File: config.mk
export PLATFORM = sky130hd
export DESIGN_NAME = mem_port_arbiter_flat
export DESIGN_NICKNAME = d
export VERILOG_FILES = /design/src/rtl/mem_arb_pkg.sv /design/src/rtl/mem_port_arbiter_if.sv /design/src/rtl/mem_port_arbiter_lat_counter.sv /design/src/rtl/mem_port_arbiter.sv /design/src/flat_wrapper.sv
export SDC_FILE = /design/constraint.sdc
export NUM_CORES = 1
export LEC_CHECK = 0
export ABC_CLOCK_PERIOD_IN_PS = 1800
export CORE_AREA = 3 3 105 107
export CTS_CLUSTER_SIZE = 20
export DETAILED_ROUTE_END_ITERATION = 10
export DIE_AREA = 0 0 108 110
export GPL_ROUTABILITY_DRIVEN = 0
export PLACE_DENSITY_LB_ADDON = 0.2
export SLEW_MARGIN = 20
export SYNTH_ARGS = -nofsm -noshare
export SYNTH_HDL_FRONTEND = slang
export SYNTH_SLANG_ARGS = --single-unit
File: constraint.sdc
create_clock -name i_CLK -period 1.8 [get_ports i_CLK]
set_input_delay 0.18 -clock i_CLK [delete_from_list [all_inputs] [get_ports i_CLK]]
set_output_delay 0.18 -clock i_CLK [all_outputs]
set_load 0.01 [all_outputs]
File: src/rtl/mem_arb_pkg.sv
// Shared definitions for the instruction/data memory port arbiter.
package mem_arb_pkg;

  // Arbiter FSM encoding. IDLE is all-zero so a held-in-reset debug port reads 0.
  typedef enum logic [1:0] {
    ST_IDLE   = 2'd0,
    ST_BUSY_I = 2'd1,
    ST_BUSY_D = 2'd2
  } state_e;

  // Default cycles from issue to read data valid (legal range 1..15).
  localparam int MEM_LAT_DEF = 2;

  // Latency counter width; holds MEM_LAT-1 for the largest legal MEM_LAT.
  localparam int CNT_W = 4;

  // Last-grant register values.
  localparam logic GNT_IF = 1'b0;
  localparam logic GNT_DM = 1'b1;

endpackage

File: src/rtl/mem_port_arbiter_if.sv
// Bus bundle between the pipeline's IF/MEM stages, the arbiter and the single
// memory port.
//
// Handshake: a requester raises *_req with stable address/data and holds it
// until its one-cycle *_done pulse; the arbiter never back-pressures beyond
// the stall outputs. The memory port is fire-and-forget: o_mem_en marks the
// single issue cycle and i_mem_rdata is sampled exactly MEM_LAT cycles later.
interface mem_port_arbiter_if #(
  parameter int ADDR_W = 32,
  parameter int DATA_W = 32
);
  // Fetch requester
  logic              i_if_req;
  logic [ADDR_W-1:0] i_if_addr;
  logic              i_flush;
  logic              o_if_done;
  logic [DATA_W-1:0] o_if_rdata;
  // Data requester
  logic              i_dm_req;
  logic              i_dm_we;
  logic [ADDR_W-1:0] i_dm_addr;
  logic [DATA_W-1:0] i_dm_wdata;
  logic              o_dm_done;
  logic [DATA_W-1:0] o_dm_rdata;
  // Memory port
  logic              o_mem_en;
  logic              o_mem_we;
  logic [ADDR_W-1:0] o_mem_addr;
  logic [DATA_W-1:0] o_mem_wdata;
  logic [DATA_W-1:0] i_mem_rdata;
  // Pipeline stalls
  logic              o_stall_if;
  logic              o_stall_mem;

  // Arbiter side
  modport slave (
    input  i_if_req, i_if_addr, i_flush, i_dm_req, i_dm_we, i_dm_addr,
           i_dm_wdata, i_mem_rdata,
    output o_if_done, o_if_rdata, o_dm_done, o_dm_rdata, o_mem_en, o_mem_we,
           o_mem_addr, o_mem_wdata, o_stall_if, o_stall_mem
  );

  // Pipeline/memory side
  modport master (
    output i_if_req, i_if_addr, i_flush, i_dm_req, i_dm_we, i_dm_addr,
           i_dm_wdata, i_mem_rdata,
    input  o_if_done, o_if_rdata, o_dm_done, o_dm_rdata, o_mem_en, o_mem_we,
           o_mem_addr, o_mem_wdata, o_stall_if, o_stall_mem
  );
endinterface

File: src/rtl/mem_port_arbiter_lat_counter.sv
// Loadable down-counter that times one memory access.
module lat_counter
  import mem_arb_pkg::*;
#(
  parameter int W = CNT_W
) (
  input  logic         i_CLK,
  input  logic         reset,
  input  logic         i_load,
  input  logic [W-1:0] i_load_val,
  input  logic         i_dec,
  output logic         o_zero
);

  logic [W-1:0] r_count;

  // Load on issue, count down while busy, park at zero.
  always_ff @(posedge i_CLK) begin
    if (!reset) begin
      r_count <= '0;
    end else if (i_load) begin
      r_count <= i_load_val;
    end else if (i_dec && (r_count != '0)) begin
      r_count <= r_count - 1'b1;
    end
  end

  assign o_zero = (r_count == '0);

endmodule

File: src/rtl/mem_port_arbiter.sv
// Shares one memory port between instruction fetch and data access.
// One access is in flight at a time; each takes MEM_LAT+1 cycles including
// the return to IDLE. Data wins a tie, except right after a data access,
// when a waiting fetch gets its turn.
module mem_port_arbiter
  import mem_arb_pkg::*;
#(
  parameter int ADDR_W  = 32,
  parameter int DATA_W  = 32,
  parameter int MEM_LAT = MEM_LAT_DEF
) (
  input  logic              i_CLK,
  input  logic              reset,
  mem_port_arbiter_if.slave io_bus,
  output logic [1:0]        o_state
);

  localparam logic [1:0] IDLE   = ST_IDLE;
  localparam logic [1:0] BUSY_I = ST_BUSY_I;
  localparam logic [1:0] BUSY_D = ST_BUSY_D;

  localparam logic [CNT_W-1:0] LAT_LOAD = CNT_W'(MEM_LAT - 1);

  logic [1:0] r_state;
  logic       r_kill;
  logic       r_last_gnt;

  logic w_cnt_zero;
  logic w_if_ok;
  logic w_dm_ok;
  logic w_idle;
  logic w_busy_i;
  logic w_busy_d;
  logic w_pick_dm;
  logic w_issue_if;
  logic w_issue_dm;
  logic w_issue;
  logic w_if_done;
  logic w_dm_done;

  // Arbitration and completion decode; everything is gated by reset so the
  // block is silent while reset is held low.
  always_comb begin
    w_if_ok    = io_bus.i_if_req & ~io_bus.i_flush;
    w_dm_ok    = io_bus.i_dm_req;
    w_idle     = reset & (r_state == IDLE);
    w_busy_i   = reset & (r_state == BUSY_I);
    w_busy_d   = reset & (r_state == BUSY_D);
    // Data wins unless the previous grant was data and a fetch is waiting.
    w_pick_dm  = w_dm_ok & ~(w_if_ok & (r_last_gnt == GNT_DM));
    w_issue_dm = w_idle & w_pick_dm;
    w_issue_if = w_idle & w_if_ok & ~w_pick_dm;
    w_issue    = w_issue_dm | w_issue_if;
    // A flush in the completion cycle itself also kills the fetch.
    w_if_done  = w_busy_i & w_cnt_zero & ~r_kill & ~io_bus.i_flush;
    w_dm_done  = w_busy_d & w_cnt_zero;
  end

  // Main FSM: issue from IDLE, wait out the latency, return to IDLE.
  // r_last_gnt only remembers a data grant across back-to-back accesses; any
  // idle cycle clears it so fresh simultaneous requests still favour data.
  always_ff @(posedge i_CLK) begin
    if (!reset) begin
      r_state    <= IDLE;
      r_kill     <= 1'b0;
      r_last_gnt <= GNT_IF;
    end else begin
      case (r_state)
        IDLE: begin
          if (w_issue_dm) begin
            r_state    <= BUSY_D;
            r_last_gnt <= GNT_DM;
          end else if (w_issue_if) begin
            r_state    <= BUSY_I;
            r_last_gnt <= GNT_IF;
          end else begin
            r_last_gnt <= GNT_IF;
          end
        end
        BUSY_I: begin
          if (io_bus.i_flush) begin
            r_kill <= 1'b1;
          end
          if (w_cnt_zero) begin
            r_state <= IDLE;
            r_kill  <= 1'b0;
          end
        end
        BUSY_D: begin
          if (w_cnt_zero) begin
            r_state <= IDLE;
          end
        end
        default: begin
          r_state <= IDLE;
        end
      endcase
    end
  end

  lat_counter #(.W(CNT_W)) u_lat (
    .i_CLK      (i_CLK),
    .reset      (reset),
    .i_load     (w_issue),
    .i_load_val (LAT_LOAD),
    .i_dec      (w_busy_i | w_busy_d),
    .o_zero     (w_cnt_zero)
  );

  // Output drive: the memory port carries the granted request only in the
  // issue cycle, read data is forwarded only alongside its done pulse.
  always_comb begin
    io_bus.o_mem_en    = w_issue;
    io_bus.o_mem_we    = w_issue_dm & io_bus.i_dm_we;
    io_bus.o_mem_addr  = w_issue_dm ? io_bus.i_dm_addr :
                         (w_issue_if ? io_bus.i_if_addr : {ADDR_W{1'b0}});
    io_bus.o_mem_wdata = w_issue_dm ? io_bus.i_dm_wdata : {DATA_W{1'b0}};
    io_bus.o_if_done   = w_if_done;
    io_bus.o_if_rdata  = w_if_done ? io_bus.i_mem_rdata : {DATA_W{1'b0}};
    io_bus.o_dm_done   = w_dm_done;
    io_bus.o_dm_rdata  = w_dm_done ? io_bus.i_mem_rdata : {DATA_W{1'b0}};
    io_bus.o_stall_if  = reset & io_bus.i_if_req & ~w_if_done;
    io_bus.o_stall_mem = reset & io_bus.i_dm_req & ~w_dm_done;
    o_state            = reset ? r_state : IDLE;
  end

endmodule

File: src/flat_wrapper.sv
// flat-port wrapper written by rule: the top's interface ports become plain ports
module mem_port_arbiter_flat import mem_arb_pkg::*;
#(
  parameter int ADDR_W  = 32,
  parameter int DATA_W  = 32,
  parameter int MEM_LAT = MEM_LAT_DEF
)
  (i_CLK, reset, o_state, io_bus_i_if_req, io_bus_i_if_addr, io_bus_i_flush, io_bus_i_dm_req, io_bus_i_dm_we, io_bus_i_dm_addr, io_bus_i_dm_wdata, io_bus_i_mem_rdata, io_bus_o_if_done, io_bus_o_if_rdata, io_bus_o_dm_done, io_bus_o_dm_rdata, io_bus_o_mem_en, io_bus_o_mem_we, io_bus_o_mem_addr, io_bus_o_mem_wdata, io_bus_o_stall_if, io_bus_o_stall_mem);
  mem_port_arbiter_if #(.ADDR_W(ADDR_W), .DATA_W(DATA_W)) io_bus_i ();
  input  logic i_CLK;
  input  logic reset;
  output logic [1:0] o_state;
  input wire logic [$bits(io_bus_i.i_if_req)-1:0] io_bus_i_if_req;
  input wire logic [$bits(io_bus_i.i_if_addr)-1:0] io_bus_i_if_addr;
  input wire logic [$bits(io_bus_i.i_flush)-1:0] io_bus_i_flush;
  input wire logic [$bits(io_bus_i.i_dm_req)-1:0] io_bus_i_dm_req;
  input wire logic [$bits(io_bus_i.i_dm_we)-1:0] io_bus_i_dm_we;
  input wire logic [$bits(io_bus_i.i_dm_addr)-1:0] io_bus_i_dm_addr;
  input wire logic [$bits(io_bus_i.i_dm_wdata)-1:0] io_bus_i_dm_wdata;
  input wire logic [$bits(io_bus_i.i_mem_rdata)-1:0] io_bus_i_mem_rdata;
  output wire logic [$bits(io_bus_i.o_if_done)-1:0] io_bus_o_if_done;
  output wire logic [$bits(io_bus_i.o_if_rdata)-1:0] io_bus_o_if_rdata;
  output wire logic [$bits(io_bus_i.o_dm_done)-1:0] io_bus_o_dm_done;
  output wire logic [$bits(io_bus_i.o_dm_rdata)-1:0] io_bus_o_dm_rdata;
  output wire logic [$bits(io_bus_i.o_mem_en)-1:0] io_bus_o_mem_en;
  output wire logic [$bits(io_bus_i.o_mem_we)-1:0] io_bus_o_mem_we;
  output wire logic [$bits(io_bus_i.o_mem_addr)-1:0] io_bus_o_mem_addr;
  output wire logic [$bits(io_bus_i.o_mem_wdata)-1:0] io_bus_o_mem_wdata;
  output wire logic [$bits(io_bus_i.o_stall_if)-1:0] io_bus_o_stall_if;
  output wire logic [$bits(io_bus_i.o_stall_mem)-1:0] io_bus_o_stall_mem;
  assign io_bus_i.i_if_req = io_bus_i_if_req;
  assign io_bus_i.i_if_addr = io_bus_i_if_addr;
  assign io_bus_i.i_flush = io_bus_i_flush;
  assign io_bus_i.i_dm_req = io_bus_i_dm_req;
  assign io_bus_i.i_dm_we = io_bus_i_dm_we;
  assign io_bus_i.i_dm_addr = io_bus_i_dm_addr;
  assign io_bus_i.i_dm_wdata = io_bus_i_dm_wdata;
  assign io_bus_i.i_mem_rdata = io_bus_i_mem_rdata;
  assign io_bus_o_if_done = io_bus_i.o_if_done;
  assign io_bus_o_if_rdata = io_bus_i.o_if_rdata;
  assign io_bus_o_dm_done = io_bus_i.o_dm_done;
  assign io_bus_o_dm_rdata = io_bus_i.o_dm_rdata;
  assign io_bus_o_mem_en = io_bus_i.o_mem_en;
  assign io_bus_o_mem_we = io_bus_i.o_mem_we;
  assign io_bus_o_mem_addr = io_bus_i.o_mem_addr;
  assign io_bus_o_mem_wdata = io_bus_i.o_mem_wdata;
  assign io_bus_o_stall_if = io_bus_i.o_stall_if;
  assign io_bus_o_stall_mem = io_bus_i.o_stall_mem;
  mem_port_arbiter #(.ADDR_W(ADDR_W), .DATA_W(DATA_W), .MEM_LAT(MEM_LAT)) u_core (.i_CLK(i_CLK), .reset(reset), .io_bus(io_bus_i), .o_state(o_state));
endmodule
==> qor.csv <==
stage,metric,value,unit
outcome,status,"complete, but fails checks",
outcome,failing checks,setup timing,
min_path,hold_sp,io_bus_i_flush,
critical_path,worst path buffer plus inverter count,6,
timing,Slew HR,73.6,%
routing,Avg WL per Cell,17.6,µm
cts,CTS Sinks,8,
cts,Clock H-tree levels,1,
placement,placed cell area,4610,µm²
placement,Post-DP HPWL,7720,µm
logic_synthesis,synthesized instance count,216,
floorplanning,Core ar.,10200,µm²
global_route,Tot GR Track Use,17.1,%
routing,DRT Pass-1 Iters,4,
critical_path,r2r setup slk,0.05,ns
routing,post-route antenna net violation count,0,
timing,Max Clk Rate,0.507,GHz
timing,Fin Clk Skew,0.000933,ns
pwr,power per cell area,411,nW/µm²
timing,Final TNS setup,-9.33,ns
critical_path,crit start category,flop,
pwr,Pint,1.47,mW
critical_path,"delay-heaviest family, CP",buffers and inverters,
pwr,maximum VDD drop,0.267,mV
logic_synthesis,Adder-Cell Fraction of Synth Area,4.01,%
logic_synthesis,Synth Area in Compound Gates,27.0,%
critical_path,kind of critical path,flop to primary output,
final_layout,number of diodes,0,
final_layout,most frequent cells in the layout,"clkdlybuf4s50_1 (132), buf_6 (91), and2_4 (75)",
critical_path,Worst EP arrival,1.79,ns
critical_path,crit path max fanout,7,
critical_path,FF-to-FF End,u_core.u_lat.r_count[2]$_SDFFE_PP0P_,
routing,Vias,2896,
timing,Final Setup Violations,131,
critical_path,reg-to-reg startpoint,u_core.u_lat.r_count[0]$_SDFFE_PN0P_,
critical_path,Setup crit start,u_core.r_state[0]$_SDFFE_PN0P_,
logic_synthesis,Mapped Avg Cell Area,7.22,µm²
min_path,hold crit path type,input pin to flop,
floorplanning,I/O pin count,270,
flow_run,max-cap violations,0,
logic_synthesis,sequential area share after synthesis,10.3,%
critical_path,crit-path cells,"inv_4, ha_4, nand2_4, nor3b_4, buf_6, buf_6, buf_16, buf_6, a22o_1, buf_2",
critical_path,CP max stage delay,0.34,ns
timing,Tcrit/Tclk final,110,%
min_path,Hold EP,u_core.r_kill$_SDFFE_PN0P_,
logic_synthesis,Yosys warning total,0,
global_route,initial antenna violation count,0,
pwr,Sw Pwr,0.759,mW
critical_path,CP max stage cell,dfxtp_4,
global_route,Overflow after GRT,0,
timing,Final Slew Violations,0,
final_layout,layout cells sized above 1,57.3,%
critical_path,CP endpoint kind,primary output,
pwr,Reg power frac,9.6,%
logic_synthesis,mux cell area share after synthesis,0,%
timing,Tmin final,1.97,ns
cts,CTS tree,yes,
critical_path,most frequent CP cell,buf_6,
timing,hold_ws,0.481,ns
timing,Least-Margin Pin Slew,0.395,ns
final_layout,"most common cell after layout, fill and taps aside",clkdlybuf4s50_1,
cts,"Clk pin slew, worst setup/hold paths",0.04,ns
floorplanning,Initial Util,15.2,%
routing,WL final,11900,µm
logic_synthesis,unique cell type count in the Yosys netlist,36,
floorplanning,die width,108,µm
logic_synthesis,flop and latch count out of synthesis,8,
critical_path,Required @ worst endpoint,1.62,ns
logic_synthesis,largest family of logic cells by synthesized area,simple AND/OR/NAND/NOR gates,
cts,Skew-Pair Late Insertion Delay,0.23,ns
routing,DR vias/cell,4.29,
final_layout,Final Cell Area,5410,µm²
global_route,largest net degree at the start of global routing,33,
timing,unrepaired setup endpoints after global routing,yes,
critical_path,Reg2Reg Depth,8,
pwr,Clk pwr share,10.1,%
logic_synthesis,xor/xnor cell area share of the yosys netlist,0,%
pwr,P_leak,2.54,nW
placement,port bufs,269,
final_layout,nets@finish,680,
final_layout,Area Growth Syn to Fin,247,%
global_route,vias in the first global route,2880,
floorplanning,Die Y,110,µm
global_route,first-pass GRT wire length,16000,µm
logic_synthesis,Syn Nets,355,
logic_synthesis,post-synthesis cell area,1560,µm²
timing,final hold violations,0,
pwr,Comb power frac,80.3,%
min_path,hold path depth,3,
logic_synthesis,post-synthesis simple-gate area fraction,51.2,%
floorplanning,die area,11900,µm²
floorplanning,# rows,37,
cts,Max Buffers Root-to-Sink,2,
cts,total CTS buffers,3,
cts,clock root cell,clkbuf_8,
routing,Starting DRT DRC Count,122,
timing,worst setup margin,-0.172,ns
routing,Residual DRC,0,
pwr,Sw Share,34.1,%
==> per-layer routing <==
layer | vias to the layer above | share of wire (%) | global-route usage (%) | wire (µm)
met5 | - | 0 | 0 | 0
met4 | 0 | 0.74 | 2.25 | 88
met3 | 8 | 9.6 | 3.84 | 1140
met2 | 170 | 55 | 34.0 | 6510
met1 | 1317 | 35 | 18.9 | 4160
li1 | 1401 | - | - | -
==> state kept, by name (all words and copies together), names as in the netlist <==
signal                cells
u_core.u_lat.r_count      4
u_core.r_kill             1
u_core.r_state            2
u_core.r_last_gnt         1
==> stage by stage <==
step | setup slack, ns | utilization (%) | total power [mW] | instances
after global placement | -0.519 | 45.1 | 1.54 | 631
after CTS | -0.237 | 48.5 | 2.10 | 671
final | -0.172 | 52.9 | 2.22 | 675
after floorplan | 0.140 | - | 0.701 | 216
after detailed placement | -0.524 | 45.1 | 1.54 | 631
after global routing | -0.264 | 52.9 | 2.36 | 675
==> kinds of logic after synthesis <==
kind of cell / count (synthesis)
buffers and inverters: 26
AO/OA/AOI/OAI: 50
adder cells (fa/ha/maj): 5
flip-flops: 8
AND/OR/NAND/NOR: 127
==> worst max-delay path by stage <==
stage / endpoint / slack [ns] / depth (start not counted)
floorplan: io_bus_o_mem_wdata[10] / 0.14 / 7
global placement: io_bus_o_mem_addr[24] / -0.52 / 6
detailed placement: io_bus_o_mem_addr[18] / -0.52 / 6
CTS: io_bus_o_mem_addr[9] / -0.24 / 11
global route: io_bus_o_mem_addr[28] / -0.26 / 10
finish: io_bus_o_mem_addr[28] / -0.17 / 10
==> synthesized netlist by cell type <==
master | instances | area (µm²)
buf_2 | 9 | 45.0
nor2_1 | 3 | 11.3
o21a_1 | 1 | 7.51
a31oi_1 | 1 | 6.26
nand4_1 | 2 | 12.5
and3_2 | 1 | 7.51
o21ai_0 | 1 | 5.00
nand2b_1 | 1 | 6.26
and2_1 | 99 | 619
a22o_1 | 32 | 280
nand3_1 | 2 | 10.0
nand2_2 | 1 | 6.26
or3b_1 | 1 | 8.76
a21oi_1 | 6 | 30.0
dfxtp_1 | 8 | 160
clkbuf_1 | 9 | 33.8
and3_1 | 2 | 12.5
o211ai_1 | 3 | 22.5
o2111ai_1 | 1 | 8.76
nor3_2 | 1 | 10.0
a2111oi_4 | 1 | 27.5
a311oi_1 | 1 | 8.76
ha_1 | 5 | 62.6
a31o_2 | 1 | 8.76
a211oi_1 | 1 | 7.51
nand3b_1 | 1 | 7.51
nor3b_2 | 2 | 25.0
buf_6 | 1 | 11.3
and2_2 | 1 | 7.51
nor3_1 | 2 | 10.0
o22a_1 | 1 | 8.76
nor2b_1 | 2 | 12.5
inv_1 | 7 | 26.3
nand2_1 | 4 | 15.0
or4_2 | 1 | 8.76
nor3b_1 | 1 | 7.51
==> worst register-to-register path: stages (launching register included) <==
cell,delay (ns)
dfxtp_2,0.33
inv_2,0.05
ha_4,0.15
nor3b_4,0.15
buf_6,0.12
buf_4,0.12
buf_4,0.14
or4_4,0.51
a21oi_2,0.12
==> what timing repair did <==
item                       4_1_cts  5_1_grt
pin swaps                       26       78
hold buffers                     0        0
buffers inserted                24       11
setup endpoints to repair      135      134
gates cloned                    13        4
resized for setup              601      173
==> power groups by stage <==
stage	Sequential, mW	Clock [mW]	Combinational [mW]
after floorplan	0.214	0	0.487
after global placement	0.212	0	1.33
after detailed placement	0.212	0	1.33
after CTS	0.214	0.230	1.66
after global routing	0.217	0.237	1.90
final	0.214	0.224	1.79
==> cell type report <==
cell class                      count  area (µm²)
Fill cell                         972        4820
Timing Repair Buffer              339        3430
Multi-Input combinational cell    182        1580
Tap cell                          136         170
Sequential cell                     8         168
Clock buffer                        3        41.3
Inverter                            7        28.8
Power figures use the tool's default switching activity.
